### src/rtl/load_unit.sv
// Multicycle load unit: one aligned bus read per load,
// then byte/half/word extraction with sign or zero extension.
module load_unit #(
  parameter int unsigned TIMEOUT_CYCLES = 255,
  parameter int unsigned LOAD_OP_WIDTH  = 3
) (
  input  logic                     clk,
  input  logic                     resetn,
  input  logic                     start,
  input  logic [LOAD_OP_WIDTH-1:0] LOADop,
  input  logic [31:0]              addr,
  output logic                     busy,
  output logic                     mem_valid,
  output logic [31:0]              mem_addr,
  input  logic                     mem_ready,
  input  logic [31:0]              mem_rdata,
  output logic [31:0]              result,
  output logic                     done,
  output logic                     misaligned,
  output logic                     timeout
);

  localparam logic [LOAD_OP_WIDTH-1:0] LOAD_OP_LB  = LOAD_OP_WIDTH'(0);
  localparam logic [LOAD_OP_WIDTH-1:0] LOAD_OP_LH  = LOAD_OP_WIDTH'(1);
  localparam logic [LOAD_OP_WIDTH-1:0] LOAD_OP_LW  = LOAD_OP_WIDTH'(2);
  localparam logic [LOAD_OP_WIDTH-1:0] LOAD_OP_LBU = LOAD_OP_WIDTH'(3);
  localparam logic [LOAD_OP_WIDTH-1:0] LOAD_OP_LHU = LOAD_OP_WIDTH'(4);

  localparam logic [7:0] TO_LIMIT = 8'(TIMEOUT_CYCLES);
  localparam logic       TO_EN    = (TIMEOUT_CYCLES != 0);

  typedef enum logic [1:0] {
    IDLE,
    REQ,
    DONE
  } state_t;

  state_t                   state;
  logic [7:0]               count;
  logic [LOAD_OP_WIDTH-1:0] op_q;
  logic [1:0]               off_q;

  logic                     op_ok;
  logic                     bad_align;
  logic                     to_hit;
  logic [7:0]               byte_sel;
  logic [15:0]              half_sel;
  logic [31:0]              ext;

  always_comb begin
    op_ok     = 1'b0;
    bad_align = 1'b0;
    unique case (LOADop)
      LOAD_OP_LB,
      LOAD_OP_LBU: op_ok = 1'b1;
      LOAD_OP_LH,
      LOAD_OP_LHU: begin
        op_ok     = 1'b1;
        bad_align = addr[0];
      end
      LOAD_OP_LW: begin
        op_ok     = 1'b1;
        bad_align = |addr[1:0];
      end
      default: op_ok = 1'b0;
    endcase
  end

  // Abort on the cycle whose missing ready would bring count to the limit.
  assign to_hit = TO_EN && (count == TO_LIMIT - 8'd1);

  assign byte_sel = mem_rdata[8*off_q +: 8];
  assign half_sel = mem_rdata[16*off_q[1] +: 16];

  always_comb begin
    ext = mem_rdata;
    unique case (op_q)
      LOAD_OP_LB:  ext = {{24{byte_sel[7]}}, byte_sel};
      LOAD_OP_LBU: ext = {24'b0, byte_sel};
      LOAD_OP_LH:  ext = {{16{half_sel[15]}}, half_sel};
      LOAD_OP_LHU: ext = {16'b0, half_sel};
      default:     ext = mem_rdata;
    endcase
  end

  always_ff @(posedge clk) begin
    if (!resetn) begin
      state      <= IDLE;
      count      <= 8'd0;
      op_q       <= '0;
      off_q      <= 2'b00;
      busy       <= 1'b0;
      mem_valid  <= 1'b0;
      mem_addr   <= 32'd0;
      result     <= 32'd0;
      done       <= 1'b0;
      misaligned <= 1'b0;
      timeout    <= 1'b0;
    end else begin
      done       <= 1'b0;
      misaligned <= 1'b0;
      timeout    <= 1'b0;
      unique case (state)
        IDLE: begin
          if (start && op_ok) begin
            op_q     <= LOADop;
            off_q    <= addr[1:0];
            mem_addr <= {addr[31:2], 2'b00};
            count    <= 8'd0;
            busy     <= 1'b1;
            if (bad_align) begin
              state      <= DONE;
              result     <= 32'd0;
              done       <= 1'b1;
              misaligned <= 1'b1;
            end else begin
              state     <= REQ;
              mem_valid <= 1'b1;
            end
          end
        end
        REQ: begin
          if (mem_ready) begin
            state     <= DONE;
            mem_valid <= 1'b0;
            result    <= ext;
            done      <= 1'b1;
          end else if (to_hit) begin
            state     <= DONE;
            mem_valid <= 1'b0;
            result    <= 32'd0;
            done      <= 1'b1;
            timeout   <= 1'b1;
          end else begin
            count <= count + 8'd1;
          end
        end
        DONE: begin
          state <= IDLE;
          busy  <= 1'b0;
        end
        default: begin
          state     <= IDLE;
          busy      <= 1'b0;
          mem_valid <= 1'b0;
        end
      endcase
    end
  end

endmodule

### config.mk
export PLATFORM = sky130hd
export DESIGN_NAME = load_unit
export DESIGN_NICKNAME = d
export VERILOG_FILES = /design/src/rtl/load_unit.sv
export SDC_FILE = /design/constraint.sdc
export NUM_CORES = 1
export LEC_CHECK = 0
export CORE_ASPECT_RATIO = 0.9
export CORE_MARGIN = 5
export CORE_UTILIZATION = 46
export CTS_BUF_LIST = sky130_fd_sc_hd__clkbuf_4
export DETAILED_ROUTE_END_ITERATION = 6
export GPL_ROUTABILITY_DRIVEN = 0
export GPL_TIMING_DRIVEN = 0
export HOLD_SLACK_MARGIN = 0.15
export MAX_ROUTING_LAYER = met4
export PLACE_DENSITY = 0.83
export SYNTH_ARGS = -nofsm -noshare
export SYNTH_HDL_FRONTEND = slang
export SYNTH_SLANG_ARGS = --single-unit
### constraint.sdc
create_clock -name clk -period 3.6 [get_ports clk]
set_clock_uncertainty 0.05 [all_clocks]
set_input_delay 1.08 -clock clk [delete_from_list [all_inputs] [get_ports clk]]
set_output_delay 1.08 -clock clk [all_outputs]
set_load 0.1 [all_outputs]
### After elaboration in Yosys (flattened, before gate mapping)

Index checks and enable logic that the tools add are counted.

| operators by class | value |
|---|---|
| bitwise logic cells | 3 |
| shift-type cells | 2 |
| eq/ne operators | 16 |
| mux-type cells | 29 |
| reductions and logical operators | 16 |
| add/sub/neg operators | 1 |

Operators by type and width:

| cell | number |
|---|---|
| $mux W32 | 4 |
| $pmux W32 S4 | 1 |
| $pmux W32 S2 | 1 |
| $shiftx A32 B6 Y16 | 1 |
| $shiftx A32 B6 Y8 | 1 |
| $mux W8 | 3 |
| $pmux W8 S2 | 1 |
| $reduce_and A4 Y1 | 3 |
| $mux W1 | 10 |
| $ne A2 B2 Y1 const B | 5 |
| $eq A3 B2 Y1 const B | 3 |
| $add A8 B1 Y8 const B | 1 |
| $eq A8 B8 Y1 const B | 1 |
| $mux W2 | 4 |
| $reduce_and A2 Y1 | 4 |
| $eq A3 B1 Y1 const B | 2 |
| $eq A3 B3 Y1 const B | 2 |
| $logic_not A3 Y1 | 2 |
| $pmux W1 S2 | 3 |
| $reduce_or A5 Y1 | 1 |
| $pmux W2 S2 | 1 |
| $reduce_or A2 Y1 | 2 |
| $ne A3 B3 Y1 const B | 1 |
| $not A1 Y1 | 3 |
| 7 further kinds | 7 |

| storage, ports and cells | value |
|---|---|
| bits of input ports | 71 |
| register bits | 82 |
| word-level logic and storage cells | 78 |
| output and inout port bits | 69 |

### Logic depth before layout (Yosys ltp)

Gate-level depths: netlist (run 1).

| logic depth | value |
|---|---|
| depth after elaboration | 6 |
| mapped depth | 7 |
| mapped depth without buffers | 6 |

### Least setup slack after synthesis (run 1)

OpenSTA, ideal clock, no wires.

| timing | value |
|---|---|
| kind | input port to flip-flop |
| start point | input port LOADop[1] |
| end point | register result[0] |
| arrival | 2,256 ps |
| buffers on the path | 1 |
| data required time | 3,480 ps |
| setup time | 70 ps |
| stages on the path | 5 |
| slack | 1,224 ps |
| cells stage by stage | xor2_1 -> a311o_1 -> a221oi_4 -> buf_6 -> o2bb2ai_1 |

| on the way | value |
|---|---|
| longest elaborated chain between the ends | 6 |
| elaborated cells between the ends (all ways) | 13 |
| those cells by class | 6 x eq/ne; 2 x mux; 5 x reduce/logical |

RTL lines:

| item | RTL line | RTL |
|---|---|---|
| from (decl) | 10 | `input logic [LOAD_OP_WIDTH-1:0] LOADop,` |
| $eq A3 B2 Y1 (tied with other cells) | 53 | `unique case (LOADop)` |
| $reduce_or A5 Y1 (no line) | -- |  |
| $mux W1 | 53 |  |
| $logic_and A1 B1 Y1 | 105 | `if (start && op_ok) begin` |
| $ne A2 B2 Y1 (no line) | -- |  |
| $reduce_and A4 Y1 (no line) * | -- |  |
| to (signal assigned) | 126 | `result <= ext;` |
| to (decl) | 17 | `output logic [31:0] result,` |

Every way passes the cells marked *; elsewhere a longest branch is shown, timed or not.
A chain may end at the register's enable or synchronous reset.

### Final worst setup path (run 1)

| timing | value |
|---|---|
| start point | register result[18] |
| end point | output port result[18] |

No word-level cell between the ends.

==> results of run 1 <==
logic make-up (layout without fill, tap and decap cells):
| family | Yosys count | after routing | share of synthesized area, % |
|---|---|---|---|
| DFF | 82 | 82 | 45.5 |
| and+or+nand+nor | 175 | 175 | 22.4 |
| buffers and inverters | 36 | 189 | 4.75 |
| muxes | 6 | 6 | 1.73 |
| xor gates and xnor gates | 4 | 4 | 0.972 |
| AOI/OAI and AO/OA | 119 | 119 | 23.8 |
| other | 1 | 2 | 0.104 |
| adders and majority gates | 2 | 2 | 0.694 |
routing by layer:
metal  GRT usage [%]  wire [µm]  vias to the layer above
li1                -          -                     1797
met1            30.5       4800                     1723
met2            35.4       5120                      128
met3            4.68        751                       18
met4            7.55        209                        0
met5               -          0                        -
power breakdown:
| part | switching, W | total, W | internal [W] |
|---|---|---|---|
| clock network | 0.000330 | 0.000551 | 0.000221 |
| registers | 0.0000235 | 0.000971 | 0.000948 |
| logic | 0.000444 | 0.000647 | 0.000203 |
sequential cells by signal (all words and copies together) (netlist names):
register	flops
busy	1
op_q	3
off_q	2
mem_valid	1
state	2
count	8
done	1
result	32
mem_addr	30
timeout	1
misaligned	1
cell usage in the layout, fill, tap and decap left out, types with 3 or more instances in the layout:
master	n
o2bb2ai_2	3
buf_2	5
or3_1	3
nand3_1	3
dfxtp_1	82
nor3_1	21
or4_1	3
xnor2_1	3
and3_1	3
buf_6	3
inv_1	7
clkbuf_1	18
nand2_1	76
clkdlybuf4s50_1	137
mux2i_1	4
clkinvlp_4	3
o221ai_1	7
o31ai_1	4
o2bb2ai_1	28
nor2_1	43
nor2b_1	10
a21oi_1	44
o21ai_0	12
clkbuf_4	10
path summary, 6_finish.rpt:
check | start | end | slack, ns | cells after the start
worst min-delay path | mem_addr[11] | mem_addr[11] | 0.41 | 2
worst min register to register | mem_addr[11] | mem_addr[11] | 0.41 | 2
worst max-delay path | result[18] | result[18] | 0.49 | 1
worst max register to register | op_q[1] | result[10] | 1.58 | 5
per-stage QoR:
step | cell area [µm²] | instances | util (%)
finish | 5240 | 675 | 69.1
global route | 5240 | 675 | 69.1
CTS | 5240 | 675 | 69.1
detailed placement | 5100 | 659 | 67.3
global placement | 5100 | 659 | 67.3
floorplan | 3610 | 426 | -
layout make-up:
type	count	area share [%]
Buffer	28	2.70
Clock buffer	10	1.43
Clock inverter	6	1.26
Inverter	8	0.573
Multi-Input combinational cell	308	34.3
Sequential cell	82	31.3
Tap cell	96	2.29
Timing Repair Buffer	137	26.2
==> results_dict.tcl, run 1 <==
set metrics [dict create \
    max_freq_mhz 321 \
    ctsResizeCount 0 \
    initial_core_util_pct 47.6 \
    cp_cell_sequence "clkdlybuf4s50_1" \
    clock_latency_ns 0.43 \
    finalCritPeriodShare_pct 86.4 \
    tightest_slew_ns 1.02 \
    area_growth_syn_to_layout_pct 45.4 \
    cp-end-kind "output port" \
    viasPerCell 5.43 \
    multi_input_area_um2 1800 \
    synthDistinctLibCells 55 \
    cts_setup_buffers 0 \
    die_area_um2 9710 \
    p_total_w 0.00217 \
    synth_common_cells "dfxtp_1 (82), nand2_1 (76), a21oi_1 (44), nor2_1 (43), o2bb2ai_1 (28)" \
    synth.area.top_cells "dfxtp_1 (46%), nand2_1 (7.9%), o2bb2ai_1 (6.8%)" \
    fin_hold_ws_ns 0.412 \
    drc 0 \
    status "finished, final reports clean" \
    cts-htree-levels 3 \
    power_density_nw_per_um2 414 \
    cts-root-buf "clkbuf_4" \
    critPathSlowestCell "clkdlybuf4s50_1" \
    routedWlPerCell_um 16.1 \
    track_usage_pct 23.1 \
    grt_start_max_net_pins 15 \
    vdd_drop_max_mv 0.311 \
    firstDrtPassIters 5 \
    final_max_slew_viol_count 0 \
    diodes 0 \
    nets 647 \
    cp.arrival_ns 1.98 \
    antenna_left 0 \
    critical_path_class "flop to output port" \
    port_buffers 137 \
    synth_edf_count 0 \
    hold_buffers 0 \
    cts_num_sinks 82 \
    routed_wl_um 10900 \
    die_w_um 103 \
    p_leak_nw 1.83 \
    drt_first_iter_violations 229 \
    relSlewSlack_pct 32.0 \
    fin_setup_tns_ns 0 \
    async_flop_share_pct 0 \
    synth_flop_cell "dfxtp_1" \
    die_h_um 94.0 \
    numCtsBuffers 9 \
    vias 3666 \
    grt_overflow 0 \
    rows 30 \
    hold_violations 0 \
    cpPeakStageDelay_ns 1.17 \
    seq_area_um2 1640 \
    fillers 610 \
    worst_slack_ns 0.488 \
    cp.required_ns 2.47 \
    max-cap-violations 0 \
    cts_buffer_depth 2 \
    hpwlAfterDp_um 8440 \
    core_um2 7580 \
    cp_num_buf_inv 1 \
    syn_area_um2 3610 \
    syn_area_per_cell_um2 8.48 \
    setup_viol 0 \
    rsz0062_at_grt "no" \
    ys_seq_elements 82 \
    cts_tree "done" \
    grt_pass1_wl_um 17300 \
    ys_warn_count 0 \
    hold_path_class "flop to flop" \
    synth_top_area_share_pct 45.5 \
    start_kind "flop" \
    grt_pass1_vias 3583 \
    place_ws_ns 0.409 \
    fin_crit_ns 3.11 \
    grt_antenna_before_repair 0 \
    ios 140 \
    yosysTopAreaCell "dfxtp_1" \
    cp_max_fo 2 \
    clkTransAtPathRegs_ns 0.13 \
    yosysMostFrequentCell "dfxtp_1" \
    synth-seq-area-share_pct 45.5 \
    cp_top_family "buffers and inverters" \
    layout-drive-gt1-share_pct 7.08 \
    postSynthCellCount 425 \
]
(Power assumes the default switching activity.)
==> run 2: changes to the inputs <==
==> constraint.sdc (replaced) <==
create_clock -name clk -period 3.73 [get_ports clk]
set_clock_uncertainty 0.05 [all_clocks]
set_input_delay 1.119 -clock clk [delete_from_list [all_inputs] [get_ports clk]]
set_output_delay 1.119 -clock clk [all_outputs]
set_load 0.1 [all_outputs]
==> results of run 2 <==
Same layout as run 1 (identical final DEF). Status: finished, final reports clean.
Main changes from that run: setup slack after placement 0.409 ns -> 0.500 ns; setup slack after layout 0.488 ns -> 0.579 ns; register-to-register setup slack 1.58 ns -> 1.71 ns; total power 0.00217 W -> 0.00209 W; worst IR drop on VDD 0.311 mV -> 0.301 mV
==> run 3: changes to the inputs <==
--- a/config.mk
+++ b/config.mk
@@ -7,14 +7,14 @@
 export LEC_CHECK = 0
 export CORE_ASPECT_RATIO = 0.9
 export CORE_MARGIN = 5
-export CORE_UTILIZATION = 46
+export CORE_UTILIZATION = 41
 export CTS_BUF_LIST = sky130_fd_sc_hd__clkbuf_4
 export DETAILED_ROUTE_END_ITERATION = 6
 export GPL_ROUTABILITY_DRIVEN = 0
 export GPL_TIMING_DRIVEN = 0
 export HOLD_SLACK_MARGIN = 0.15
 export MAX_ROUTING_LAYER = met4
-export PLACE_DENSITY = 0.83
+export PLACE_DENSITY = 0.78
 export SYNTH_ARGS = -nofsm -noshare
 export SYNTH_HDL_FRONTEND = slang
 export SYNTH_SLANG_ARGS = --single-unit
==> constraint.sdc (replaced) <==
create_clock -name clk -period 2.5 [get_ports clk]
set_clock_uncertainty 0.05 [all_clocks]
set_input_delay 0.75 -clock clk [delete_from_list [all_inputs] [get_ports clk]]
set_output_delay 0.75 -clock clk [all_outputs]
set_load 0.1 [all_outputs]
==> run 3 against run 2 <==
Compared with the run above:
- worst setup slack got worse by 0.53 ns
- sequential power grew 49%
- count of clock-buffer cells in the layout fell by 1
- core utilization decreased by 8.7 points
- flip-flop and latch count did not move
- clock power up 85%
- power increased by 57%
- non-clock buffer count stayed put
- worst hold slack is essentially flat
- combinational power up 44%
- cell count is 3.4% higher
==> results_dict.tcl, run 3 (synthesized netlist as in run 1, its figures left out) <==
set metrics [dict create \
    cts-root-buf "clkbuf_4" \
    p_leak_nw 1.97 \
    hpwlAfterDp_um 8350 \
    critical_path_class "flop to output port" \
    grt_start_max_net_pins 15 \
    cts_buffer_depth 2 \
    die_area_um2 10800 \
    final_cell_area_um2 5170 \
    layout_common_cells "dfxtp_1 (82), nand2_1 (76), clkdlybuf4s50_1 (70), a21oi_1 (44), nor2_1 (43)" \
    firstDrtPassIters 4 \
    max_freq_mhz 408 \
    power_density_nw_per_um2 634 \
    cts_tree "done" \
    fin_hold_ws_ns 0.413 \
    cpPeakStageDelay_ns 0.84 \
    grt_pass1_wl_um 17500 \
    status "finished, final reports clean" \
    cts_setup_buffers 0 \
    antenna_left 0 \
    rsz0062_at_grt "no" \
    critPathSlowestCell "clkdlybuf4s15_1" \
    layout-drive-gt1-share_pct 11.7 \
    final_common_cell "dfxtp_1" \
    tightest_slew_ns 0.974 \
    hold_violations 0 \
    placed_cell_area_um2 5130 \
    utilization_pct 60.4 \
    vias 3596 \
    drt_first_iter_violations 148 \
    initial_core_util_pct 42.1 \
    fin_crit_ns 2.45 \
    cp_num_buf_inv 1 \
    numCtsBuffers 9 \
    track_usage_pct 21.0 \
    start_kind "flop" \
    largest_reg_flops 32 \
    grt_pass1_vias 3575 \
    ios 140 \
    area_growth_syn_to_layout_pct 43.5 \
    cp.arrival_ns 1.65 \
    grt_overflow 0 \
    cts-htree-levels 3 \
    clock_latency_ns 0.44 \
    die_w_um 109 \
    setup_viol 0 \
    routedWlPerCell_um 15.6 \
    regMostFlops "result" \
    diodes 0 \
    die_h_um 99.0 \
    grt_antenna_before_repair 0 \
    cts_num_sinks 82 \
    relSlewSlack_pct 35.3 \
    viasPerCell 5.15 \
    core_um2 8570 \
    hold_path_class "flop to flop" \
    reg_top3 "result: 32 flops, mem_addr: 30 flops, count: 8 flops" \
    cp_top_family "buffers and inverters" \
    port_buffers 137 \
    cp_max_fo 2 \
    p_total_w 0.00328 \
    cp_cell_sequence "clkdlybuf4s15_1" \
    max-cap-violations 0 \
    finalCritPeriodShare_pct 98.1 \
    drc 0 \
    nets 647 \
    final_max_slew_viol_count 0 \
    clkTransAtPathRegs_ns 0.13 \
    routed_wl_um 10900 \
    rows 32 \
    cp.required_ns 1.70 \
    vdd_drop_max_mv 0.425 \
    cp-end-kind "output port" \
]
-- run 3: routing by layer --
layer,global-route usage (%),wire (µm),part of all wire (%),vias to the layer above
met5,-,0,0,-
met3,4.13,629,5.8,18
met2,31.7,5090,47,115
li1,-,-,-,1800
met1,27.7,4960,46,1663
met4,7.77,199,1.8,0
-- run 3: path summary, 6_finish.rpt --
check,start,to,slack [ns],depth (start not counted)
hold / removal,mem_addr[14],mem_addr[14],0.41,2
setup reg to reg,op_q[1],result[13],0.43,5
hold reg to reg,mem_addr[14],mem_addr[14],0.41,2
setup / recovery,result[22],result[22],0.05,1
-- run 3: where the power goes --
group / switching [W] / total, W / internal, W / leakage, nW
registers: 0.0000329 / 0.00140 / 0.00137 / 0.667
logic: 0.000639 / 0.000897 / 0.000258 / 1.20
clock network: 0.000478 / 0.000984 / 0.000506 / 0.0979
-- run 3: final cells by class --
class	instances	area, µm²
clock buffers	9	67.6
repair buffers	137	1230
multi-input cells	308	1800
clock inverters	7	116
inverters	8	30.0
well taps	119	149
flip-flops and latches	82	1640
fillers	793	3390
plain buffers	28	143
-- run 3: per-stage QoR --
step                worst slack (ns)  std cells  setup TNS, ns
global placement              -0.282        682         -12.97
floorplan                      0.454        426              0
CTS                        0.0000501        698              0
global route                0.000120        698              0
detailed placement            -0.330        682         -16.93
finish                        0.0465        698              0
-- run 3: repair_timing --
| item | CTS | global route |
|---|---|---|
| cloned | 0 | 0 |
| hold buffers | 0 | 0 |
| pin swaps | 0 | 0 |
| endpoints found under the setup margin | 67 | 63 |
| resized for setup | 74 | 80 |
